===== config.mk =====
export PLATFORM = sky130hd
export DESIGN_NAME = sipo_byte_rx
export DESIGN_NICKNAME = d
export VERILOG_FILES = /design/src/rtl/sipo_byte_rx.sv
export SDC_FILE = /design/constraint.sdc
export NUM_CORES = 1
export LEC_CHECK = 0
export ABC_AREA = 1
export CAP_MARGIN = 20
export CORE_MARGIN = 8
export CORE_UTILIZATION = 45
export CTS_CLUSTER_DIAMETER = 150
export CTS_CLUSTER_SIZE = 40
export DETAILED_ROUTE_END_ITERATION = 6
export GPL_TIMING_DRIVEN = 0
export PLACE_DENSITY_LB_ADDON = 0.12
export SETUP_SLACK_MARGIN = 0.3
export SLEW_MARGIN = 5
export SYNTH_ARGS = -nofsm -noshare
export SYNTH_HDL_FRONTEND = slang
export SYNTH_SLANG_ARGS = --single-unit

===== constraint.sdc =====
create_clock -name clk -period 1.59 [get_ports clk]
set_clock_uncertainty 0.1 [all_clocks]
set_input_delay 0.159 -clock clk [delete_from_list [all_inputs] [get_ports clk]]
set_output_delay 0.159 -clock clk [all_outputs]
set_load 0.005 [all_outputs]

===== src/rtl/sipo_byte_rx.sv =====
// sipo_byte_rx: serial-in, parallel-out word receiver.
//
// Assembles a qualified serial bit stream into WIDTH-bit words and presents
// them on a valid/ready output register. A word starts on a bit flagged by
// s_sof. Any later s_sof restarts framing, which discards the partial word.
// A word that completes while the output register is still holding an
// unconsumed word is dropped, and overrun pulses for one cycle.
//
// Optional feature macro: SIPO_PARITY_EN
//   Each word carries WIDTH data bits followed by one even-parity bit.
//   parity_err is registered with m_data.
//   When the macro is not defined, parity_err is constant 0.
//
// Parameters:
//   WIDTH     data word width (>= 2)
//   MSB_FIRST 1: the first received bit lands in m_data[WIDTH-1]
//             0: the first received bit lands in m_data[0]
//
// Ports:
//   clk        rising-edge clock
//   rst        synchronous active-high reset
//   s_valid    serial bit qualifier
//   s_bit      serial data bit
//   s_sof      start-of-word marker, qualified by s_valid
//   m_data     assembled word (registered)
//   m_valid    m_data holds an unconsumed word
//   m_ready    downstream accepts the word this cycle
//   overrun    one-cycle pulse: a completed word was dropped
//   parity_err parity mismatch for the presented word
module sipo_byte_rx #(
  parameter int unsigned WIDTH     = 8,
  parameter bit          MSB_FIRST = 1'b1
) (
  input  logic             clk,
  input  logic             rst,
  input  logic             s_valid,
  input  logic             s_bit,
  input  logic             s_sof,
  output logic [WIDTH-1:0] m_data,
  output logic             m_valid,
  input  logic             m_ready,
  output logic             overrun,
  output logic             parity_err
);

  localparam int unsigned CW = $clog2(WIDTH);

  typedef enum logic [1:0] {
    S_IDLE,
    S_SHIFT
`ifdef SIPO_PARITY_EN
    , S_PARITY
`endif
  } state_t;

  state_t           state_q;
  logic [CW-1:0]    cnt_q;
  logic [WIDTH-1:0] shreg_q;

  logic [WIDTH-1:0] shift_d;    // shift register with s_bit appended
  logic [WIDTH-1:0] first_d;    // shift register restarted with s_bit
  logic             last_bit;
  logic             complete_d;
  logic [WIDTH-1:0] word_d;
  logic             perr_d;
  logic             shreg_unused;

  // The bit that is shifted out is never part of a completed word.
  assign shreg_unused = MSB_FIRST ? shreg_q[WIDTH-1] : shreg_q[0];

  assign shift_d  = MSB_FIRST ? {shreg_q[WIDTH-2:0], s_bit}
                              : {s_bit, shreg_q[WIDTH-1:1]};
  assign first_d  = MSB_FIRST ? {{(WIDTH-1){1'b0}}, s_bit}
                              : {s_bit, {(WIDTH-1){1'b0}}};
  assign last_bit = (cnt_q == CW'(WIDTH - 1));

  // Word completion. A bit that carries s_sof never completes a word;
  // it always restarts framing instead.
  always_comb begin
    complete_d = 1'b0;
    word_d     = shift_d;
    perr_d     = 1'b0;
    if (s_valid && !s_sof) begin
      case (state_q)
`ifdef SIPO_PARITY_EN
        S_PARITY: begin
          complete_d = 1'b1;
          word_d     = shreg_q;
          perr_d     = ^{shreg_q, s_bit};
        end
`else
        S_SHIFT: complete_d = last_bit;
`endif
        default: ;
      endcase
    end
  end

  always_ff @(posedge clk) begin
    if (rst) begin
      state_q    <= S_IDLE;
      cnt_q      <= '0;
      shreg_q    <= '0;
      m_data     <= '0;
      m_valid    <= 1'b0;
      overrun    <= 1'b0;
      parity_err <= 1'b0;
    end else begin
      overrun <= 1'b0;

      // Framing
      if (s_valid) begin
        if (s_sof) begin
          shreg_q <= first_d;
          cnt_q   <= CW'(1);
          state_q <= S_SHIFT;
        end else begin
          case (state_q)
            S_SHIFT: begin
              shreg_q <= shift_d;
              if (last_bit) begin
                cnt_q   <= '0;
`ifdef SIPO_PARITY_EN
                state_q <= S_PARITY;
`else
                state_q <= S_IDLE;
`endif
              end else begin
                cnt_q <= cnt_q + CW'(1);
              end
            end
`ifdef SIPO_PARITY_EN
            S_PARITY: state_q <= S_IDLE;
`endif
            default: ;
          endcase
        end
      end

      // Output register. A completion may load in the same cycle that the
      // current word transfers.
      if (complete_d) begin
        if (!m_valid || m_ready) begin
          m_data     <= word_d;
          parity_err <= perr_d;
          m_valid    <= 1'b1;
        end else begin
          overrun <= 1'b1;
        end
      end else if (m_ready) begin
        m_valid <= 1'b0;
      end
    end
  end

endmodule


==> impl_results.md, run 1 <==
- Final Cycle Share: 84.5%
- Achievable clock frequency: 745 MHz
- Die Y: 61.1 µm
- Most common cell after layout, fill and taps aside: nand2_1
- Minimum clock period: 1340 ps
- Avg WL per Cell: 11.4 µm
- Syn_area_per_cell: 6.94 µm²
- Critical path capture point type: register
- Via/cell ratio: 4.56
- WS Path Type: reg -> reg
- Clk sink count: 21
- Layout cells sized above 1: 24.4%
- Area of the multi-input gates: 467 µm²
- DIE AREA: 3740 µm²
- Lkg Pwr: 0.546 nW
- Vias in the first global route: 785
- VDD IR max: 452 µV
- Htree depth: 1
- Ys Warns: 0
- RePlAce Congestion: 0.735
- Global Route Usage Sum: 12.2%
- Final setup fails: 0
- DRT antenna net count: 0
- Synth-to-layout area growth: 37.4%
- Startpoint types: register
- Crit path required time: 1690 ps
- Synthesized instance count: 132
- Total CTS buffers: 3
- Die X: 61.1 µm
- Hpwl dp: 1.30 mm
- Most frequent cells in the layout: nand2_1 (28), inv_1 (27), nand3_1 (12)
- Crit-path max FO: 8
- RSZ-0062 raised after global routing: yes
- Sequential area share after synthesis: 45.9%
- Cell row count: 16
- Clock buffer depth: 2
- Core Util, Final: 64.8%
- Setup TNS: 0 ps
- Final hold viol count: 0
- Max-cap viol count: 0
- Starting Density: 47.2%
- Clk slew on worst S/H paths: 110 ps
- Hold Path Class: in -> reg
- Insertion delay to the later sink of the worst-skew pair: 290 ps
- Core box area: 1940 µm²
- Boundary Pins: 17
- DRC violations left: 0
- Power density cells: 680 nW/µm²
- WP data arrival: 1450 ps
- Pin count of the biggest net entering global routing: 12
- Hold-fix buffers, CTS: 0
- Nets: 165
- CTS root buffer: clkbuf_4
- Status: complete, no violations
- Fill count: 182
- # port buffers: 15
- Syn Std Cell Area: 916 µm²
- Antenna Cells: 0
- TritonCTS clock tree: yes
- Initial antenna violation count: 0
- Grt ovf: 0
- Post-synth cell types: 18
- Via count: 835
- Final wirelength: 2.08 mm
- TritonRoute pass-1 iters: 4
- Global-route wire length before repair: 3.44 mm
- Detailed Route Iter0 Violations: 18
- Reg area: 434 µm²
- Max-slew violation count: 0
- Synthesized Nets: 140
- Synth Register Bits: 21
[routing by layer]
metal  routed length, µm  part of all wire (%)  vias up  track usage (%)
met5                   0                     0        -                0
met4                  59                   2.8        0             7.64
met3                 123                   5.9        6             2.92
met2                 991                    48       16             20.3
met1                 903                    43      360             13.7
li1                    -                     -      453                -
[metrics by stage]
step	setup slack [ps]	std cells	cell area, µm²	hold slack, ps	power [mW]
floorplan	307	132	921	138	0.580
global placement	53.7	174	1100	364	0.603
CTS	241	182	1220	338	0.860
finish	247	183	1260	342	0.856
global route	121	183	1260	336	0.896
detailed placement	46.4	174	1100	371	0.604
[path summary, 6_finish.rpt]
check	start	to	slack, ps	cells past startpoint
worst max-delay path	cnt_q[0]	m_data[0]	250	7
worst min-delay path	s_bit	shreg_q[0]	340	3
worst max register to register	cnt_q[0]	m_data[0]	250	7
worst min register to register	shreg_q[4]	shreg_q[5]	390	2
[sequential cells by signal, indices dropped and copies added (netlist names)]
register / flops
m_data: 8
overrun: 1
shreg_q: 7
state_q: 1
m_valid: 1
cnt_q: 3
[power by group]
part	switching [mW]	total (mW)	internal [mW]	leakage, nW
Combinational	0.0378	0.0647	0.0269	0.356
Sequential	0.00572	0.538	0.533	0.175
Clock	0.155	0.253	0.0976	0.0150
Total	0.199	0.856	0.657	0.546
[worst max-delay path, stage by stage (launching register included)]
cell and delay (ps):
dfxtp_2 370, ha_4 140, ha_4 150, nand2_4 60, nor2_4 200, nand3_1 100, nand2_1 70, nor2_1 50
[cells by family (layout without fill, tap and decap cells)]
kind of cell,after synthesis,count (layout),share of synthesized area [%]
flops,21,21,45.9
simple gates,61,62,29.0
compound gates,14,14,7.92
buf+inv,33,56,14.1
other cells,1,1,0.409
fa+ha+maj,2,2,2.73
[cells in the mapped netlist]
library cell,count,share of area (%)
a21oi_1,11,6.0
buf_4,1,0.82
ha_1,2,2.7
nand2_2,1,0.68
nor2_1,10,4.1
nor2_2,2,1.4
o21ai_0,2,1.1
inv_1,28,11
nand3_1,16,8.7
dfxtp_1,21,46
conb_1,1,0.41
nand3_2,1,1.1
o21a_1,1,0.82
clkinv_1,1,0.41
nor4_1,1,0.68
nand2_1,30,12
buf_2,1,0.55
clkbuf_1,2,0.82
[what timing repair did]
item | in CTS | in global routing
pin swaps | 15 | 5
resized for setup | 34 | 7
gates cloned | 1 | 0
endpoints found under the setup margin | 20 | 12
buffers inserted | 3 | 1
[final cells by class]
class,count,area share [%]
well taps,27,2.68
clock buffers,4,2.09
inverters,29,8.65
plain buffers,4,1.69
multi-input cells,79,37.1
flip-flops and latches,21,34.5
repair buffers,19,13.3
No activity file was read; power rests on OpenSTA's default activity.
==> run 2: changes to the inputs <==
==> constraint.sdc (replaced) <==
create_clock -name clk -period 1.2 [get_ports clk]
set_clock_uncertainty 0.1 [all_clocks]
set_input_delay 0.12 -clock clk [delete_from_list [all_inputs] [get_ports clk]]
set_output_delay 0.12 -clock clk [all_outputs]
set_load 0.005 [all_outputs]
==> run 2 against run 1 <==
Against the previous run: the run now ends with negative setup slack left; setup slack got worse by 440 ps; fmax fell by 3.7%; sequential cell count unchanged; power grew 37%; non-clock buffer count is 5 higher; via count up 9.2%; first-iteration DRC count decreased by 11%; core utilization up 8.6 points; clock power is 35% higher; critical path type unchanged; critical endpoint is now m_data[7].
==> impl_results.md, run 2 (synthesis gave the netlist of run 1 again) <==
- Status: finished, violations left
- Failing checks: negative setup slack
- Nets: 171
- WHS Endpoint: state_q[0]
- Most common cell after layout, fill and taps aside: inv_1
- R2R Path Start: cnt_q[1]
- Cell area after layout: 1430 µm²
- Max-slew violation count: 0
- Hold slack: 236 ps
- TritonRoute pass-1 iters: 4
- Clock buffer depth: 2
- Grt ovf: 0
- Final hold viol count: 0
- Insertion delay to the later sink of the worst-skew pair: 310 ps
- DIE AREA: 3740 µm²
- WS Path Type: reg -> reg
- GR Util met2: 25.5%
- Achievable clock frequency: 717 MHz
- Hold depth: 4
- VDD IR max: 590 µV
- Final Cycle Share: 116%
- Cell row count: 16
- Met3 usage: 3.13%
- Total CTS buffers: 3
- Via/cell ratio: 4.83
- Initial antenna violation count: 0
- Most frequent cells in the layout: inv_1 (26), nand2_1 (22), nand3_2 (15)
- DRT antenna net count: 0
- Final wirelength: 2.50 mm
- WP data arrival: 1500 ps
- Top Registers: m_data x8, shreg_q x7, cnt_q x3
- Clk slew on worst S/H paths: 110 ps
- Starting Density: 47.2%
- Critical path capture point type: register
- M1 GR Usage: 13.8%
- Hold Path Origin: s_valid
- Max FFs per register: 8
- R2R Setup Slk: -190 ps
- Hpwl dp: 1.30 mm
- Detailed Route Iter0 Violations: 16
- Final setup fails: 10
- GR peak layer: met2
- R2R cell count: 8
- Via count: 912
- RSZ-0062 raised after global routing: yes
- Power density cells: 823 nW/µm²
- Pin count of the biggest net entering global routing: 12
- Die Y: 61.1 µm
- Setup WS pre-CTS: -321 ps
- Worst R2R End: m_data[7]
- Crit-path max FO: 4
- Clk sink count: 21
- TritonCTS clock tree: yes
- Setup TNS: -1430 ps
- Htree depth: 1
- Post-place instance area: 1150 µm²
- Max-cap viol count: 0
- CTS root buffer: clkbuf_4
- Hold Path Class: in -> reg
- Global-route wire length before repair: 3.69 mm
- RePlAce Congestion: 0.735
- Startpoint types: register
- Boundary Pins: 17
- DRC violations left: 0
- Die X: 61.1 µm
- Largest reg by FF count: m_data
- Global Route Usage Sum: 13.6%
- Final Power: 1.17 mW
- Crit path required time: 1310 ps
- Antenna Cells: 0
- Synth-to-layout area growth: 55.7%
- Lkg Pwr: 0.580 nW
- # port buffers: 15
- Avg WL per Cell: 13.2 µm
- Layout cells sized above 1: 48.8%
- Vias in the first global route: 807
- Min setup slack post-route: -194 ps
- Core box area: 1940 µm²
- Minimum clock period: 1390 ps
[run 2: cell count changes in the layout (fill, tap and decap cells not counted), moves of 4 or more]
cell           before  now
nand2_2             2    7
a21oi_1             9    5
buf_6               0   13
dlygate4sd2_1      10    2
a21oi_2             2    6
nand2_1            28   22
nand3_1            12    2
nand3_2             4   15
[run 2: worst max-delay path by stage]
| stage | slack (ps) | endpoint | startpoint |
|---|---|---|---|
| CTS | -130 | m_data[4] | cnt_q[0] |
| detailed placement | -320 | cnt_q[0] | s_sof |
| global route | -260 | m_data[7] | cnt_q[1] |
| floorplan | -30 | m_data[0] | cnt_q[1] |
| global placement | -320 | cnt_q[0] | s_sof |
| finish | -190 | m_data[7] | cnt_q[1] |
[run 2: what timing repair did]
item                                    in CTS  in global routing
gates cloned                                 3                  0
gates resized for setup                     77                 24
endpoints found under the setup margin      31                 31
hold endpoints to repair                     0                  0
buffers inserted                             5                  3
hold buffers                                 0                  0
pin swaps                                   18                 18
[run 2: cell type report]
class	count	area [µm²]
multi-input combinational	80	567
sequential	21	437
buffer	4	28.8
fill	149	515
clock buffer	4	26.3
inverter	29	109
tap	27	33.8
timing repair buffer	24	225
[run 2: metal layers]
metal	part of all wire [%]	up-vias
met4	2.0	0
met5	0	-
met1	38	419
met2	56	18
met3	4.1	7
li1	-	468
[run 2: per-stage QoR]
| stage | std cells | util [%] |
|---|---|---|
| final | 189 | 73.5 |
| after global placement | 174 | 59.5 |
| after detailed placement | 174 | 59.5 |
| after floorplan | 132 | - |
| after global routing | 189 | 73.5 |
| after CTS | 186 | 67.5 |
[run 2: where the power goes]
part           total [mW]  switching (mW)  internal (mW)
logic               0.116          0.0698         0.0464
registers           0.715         0.00907          0.706
clock network       0.342           0.212          0.130
total                1.17           0.291          0.882
[run 2: critical path, stage by stage, from the launching register on]
cell and delay [ps]:
dfxtp_2 370, ha_4 140, ha_4 150, nand2_4 60, nor2_4 140, buf_6 140
nand3_2 60, nand2_1 80, nor2_1 50
==> run 3: changes to the inputs <==
--- a/config.mk
+++ b/config.mk
@@ -7,6 +7,7 @@
 export LEC_CHECK = 0
 export ABC_AREA = 1
 export CAP_MARGIN = 20
+export CORE_ASPECT_RATIO = 1.4
 export CORE_MARGIN = 8
 export CORE_UTILIZATION = 45
 export CTS_CLUSTER_DIAMETER = 150
@@ -15,6 +16,7 @@
 export GPL_TIMING_DRIVEN = 0
 export PLACE_DENSITY_LB_ADDON = 0.12
 export SETUP_SLACK_MARGIN = 0.3
+export SKIP_CTS_REPAIR_TIMING = 1
 export SLEW_MARGIN = 5
 export SYNTH_ARGS = -nofsm -noshare
 export SYNTH_HDL_FRONTEND = slang
==> run 3 against run 2 <==
Against the previous run: the flow still finishes with violations (negative setup slack); setup slack improved by 43 ps; die area is 0.55% higher; critical path depth decreased by 7; core utilization is 11 points lower; clock power about the same; sequential power barely moved; non-clock buffer count down 7; combinational power shrank 26%; power down 2.5%; critical path type is now reg -> out; highest routed layer unchanged.
==> impl_results.md, run 3 (synthesis gave the netlist of run 1 again) <==
- R2R cell count: 7
- Max-slew violation count: 0
- R2R Path Start: cnt_q[0]
- Status: finished, violations left
- CP bufs+invs: 1
- R2R Setup Slk: -130 ps
- Final wirelength: 1.90 mm
- Antenna Cells: 0
- Most common cell after layout, fill and taps aside: inv_1
- Final hold viol count: 0
- Pin count of the biggest net entering global routing: 12
- Most frequent cells in the layout: inv_1 (27), nand2_1 (25), nand3_1 (15)
- RePlAce Congestion: 0.773
- DRC violations left: 0
- Final setup fails: 11
- Setup TNS: -1180 ps
- Lkg Pwr: 0.550 nW
- Crit-path max FO: 2
- Global-route wire length before repair: 3.02 mm
- Hold slack: 123 ps
- Critical path capture point type: primary output
- Hold Path Class: in -> reg
- Die Y: 69.4 µm
- Via/cell ratio: 4.69
- CTS root buffer: clkbuf_4
- Crit path required time: 980 ps
- Total CTS buffers: 3
- DRT met1 WL: 832 µm
- Clock buffer depth: 2
- Minimum clock period: 1350 ps
- Synth-to-layout area growth: 32.8%
- Insertion delay to the later sink of the worst-skew pair: 300 ps
- WP data arrival: 1130 ps
- Slowest library cell on the worst path: clkdlybuf4s50_1
- Avg WL per Cell: 10.8 µm
- Achievable clock frequency: 740 MHz
- Vias in the first global route: 753
- Worst setup path end: m_data[3]
- Clk sink count: 21
- Setup WS pre-CTS: -357 ps
- Grt ovf: 0
- Max FFs per register: 8
- Detailed Route Iter0 Violations: 33
- TritonCTS clock tree: yes
- Stages on worst setup path: 1
- Uppermost layer routed: met4
- Crit path max-delay family: buffers and inverters
- Via count: 820
- Final cell count without fillers: 175
- Largest reg by FF count: m_data
- Cells after DPL: 168
- Startpoint types: register
- Power density cells: 941 nW/µm²
- Die X: 54.1 µm
- Cell row count: 19
- Layout cells sized above 1: 27.9%
- Final Cycle Share: 113%
- Min setup slack post-route: -151 ps
- # port buffers: 15
- WS Path Type: reg -> out
- Starting Density: 47.0%
- Worst R2R End: m_data[6]
- RSZ-0062 raised after global routing: yes
- Initial antenna violation count: 0
- Core box area: 1950 µm²
- Max incr delay on CP: 500 ps
- VDD IR max: 613 µV
- Fill count: 193
- Htree depth: 1
- Core Util, Final: 62.4%
- DRT antenna net count: 0
- Crit path from: m_data[3]
- Boundary Pins: 17
- Global Route Usage Sum: 10.0%
- Hpwl dp: 1.29 mm
- Clk slew on worst S/H paths: 120 ps
- DIE AREA: 3760 µm²
- Met3 WL post-DR: 98 µm
- TritonRoute pass-1 iters: 2
- Wire length on met2: 950 µm
- Failing checks: negative setup slack
- Max-cap viol count: 0
- Worst-path cell chain: clkdlybuf4s50_1
- Top Registers: m_data x8, shreg_q x7, cnt_q x3
- Nets: 163
-- run 3: where the power goes --
part	switching, mW	internal (mW)
clock network	0.214	0.129
registers	0.00866	0.706
logic	0.0513	0.0344
total	0.274	0.870
-- run 3: stage by stage --
stage	power, mW	area, µm²
2_1_floorplan	0.777	971
5_1_grt	1.19	1220
4_1_cts	1.15	1170
3_5_place_dp	0.811	1150
3_3_place_gp	0.809	1150
6_report	1.14	1220
-- run 3: per-layer routing --
metal / global-route usage [%] / vias up
li1: - / 446
met1: 11.4 / 364
met2: 16.5 / 8
met3: 1.93 / 2
met4: 4.95 / 0
met5: 0 / -
-- run 3: worst min-delay path, cell delays in order --
cell,delay (ps)
dlymetal6s2s_1,190
nand2_2,80
nand2_2,60
a21oi_2,50
-- run 3: how the worst min path moves through the flow --
stage / from / endpoint / slack, ps / cells past startpoint
finish: s_valid / state_q[0] / 120 / 4
global route: s_valid / state_q[0] / 130 / 4
CTS: s_bit / shreg_q[0] / 270 / 3
detailed placement: shreg_q[4] / shreg_q[5] / 370 / 2
global placement: shreg_q[1] / shreg_q[2] / 370 / 2
floorplan: rst / overrun / 100 / 1
-- run 3: cell type report --
| cell class | instances | area, µm² | area share, % |
|---|---|---|---|
| tap | 21 | 26.3 | 2.16 |
| multi-input combinational | 79 | 462 | 38.0 |
| buffer | 4 | 27.5 | 2.26 |
| timing repair buffer | 17 | 133 | 10.9 |
| sequential | 21 | 433 | 35.6 |
| inverter | 29 | 109 | 8.95 |
| clock buffer | 4 | 26.3 | 2.16 |
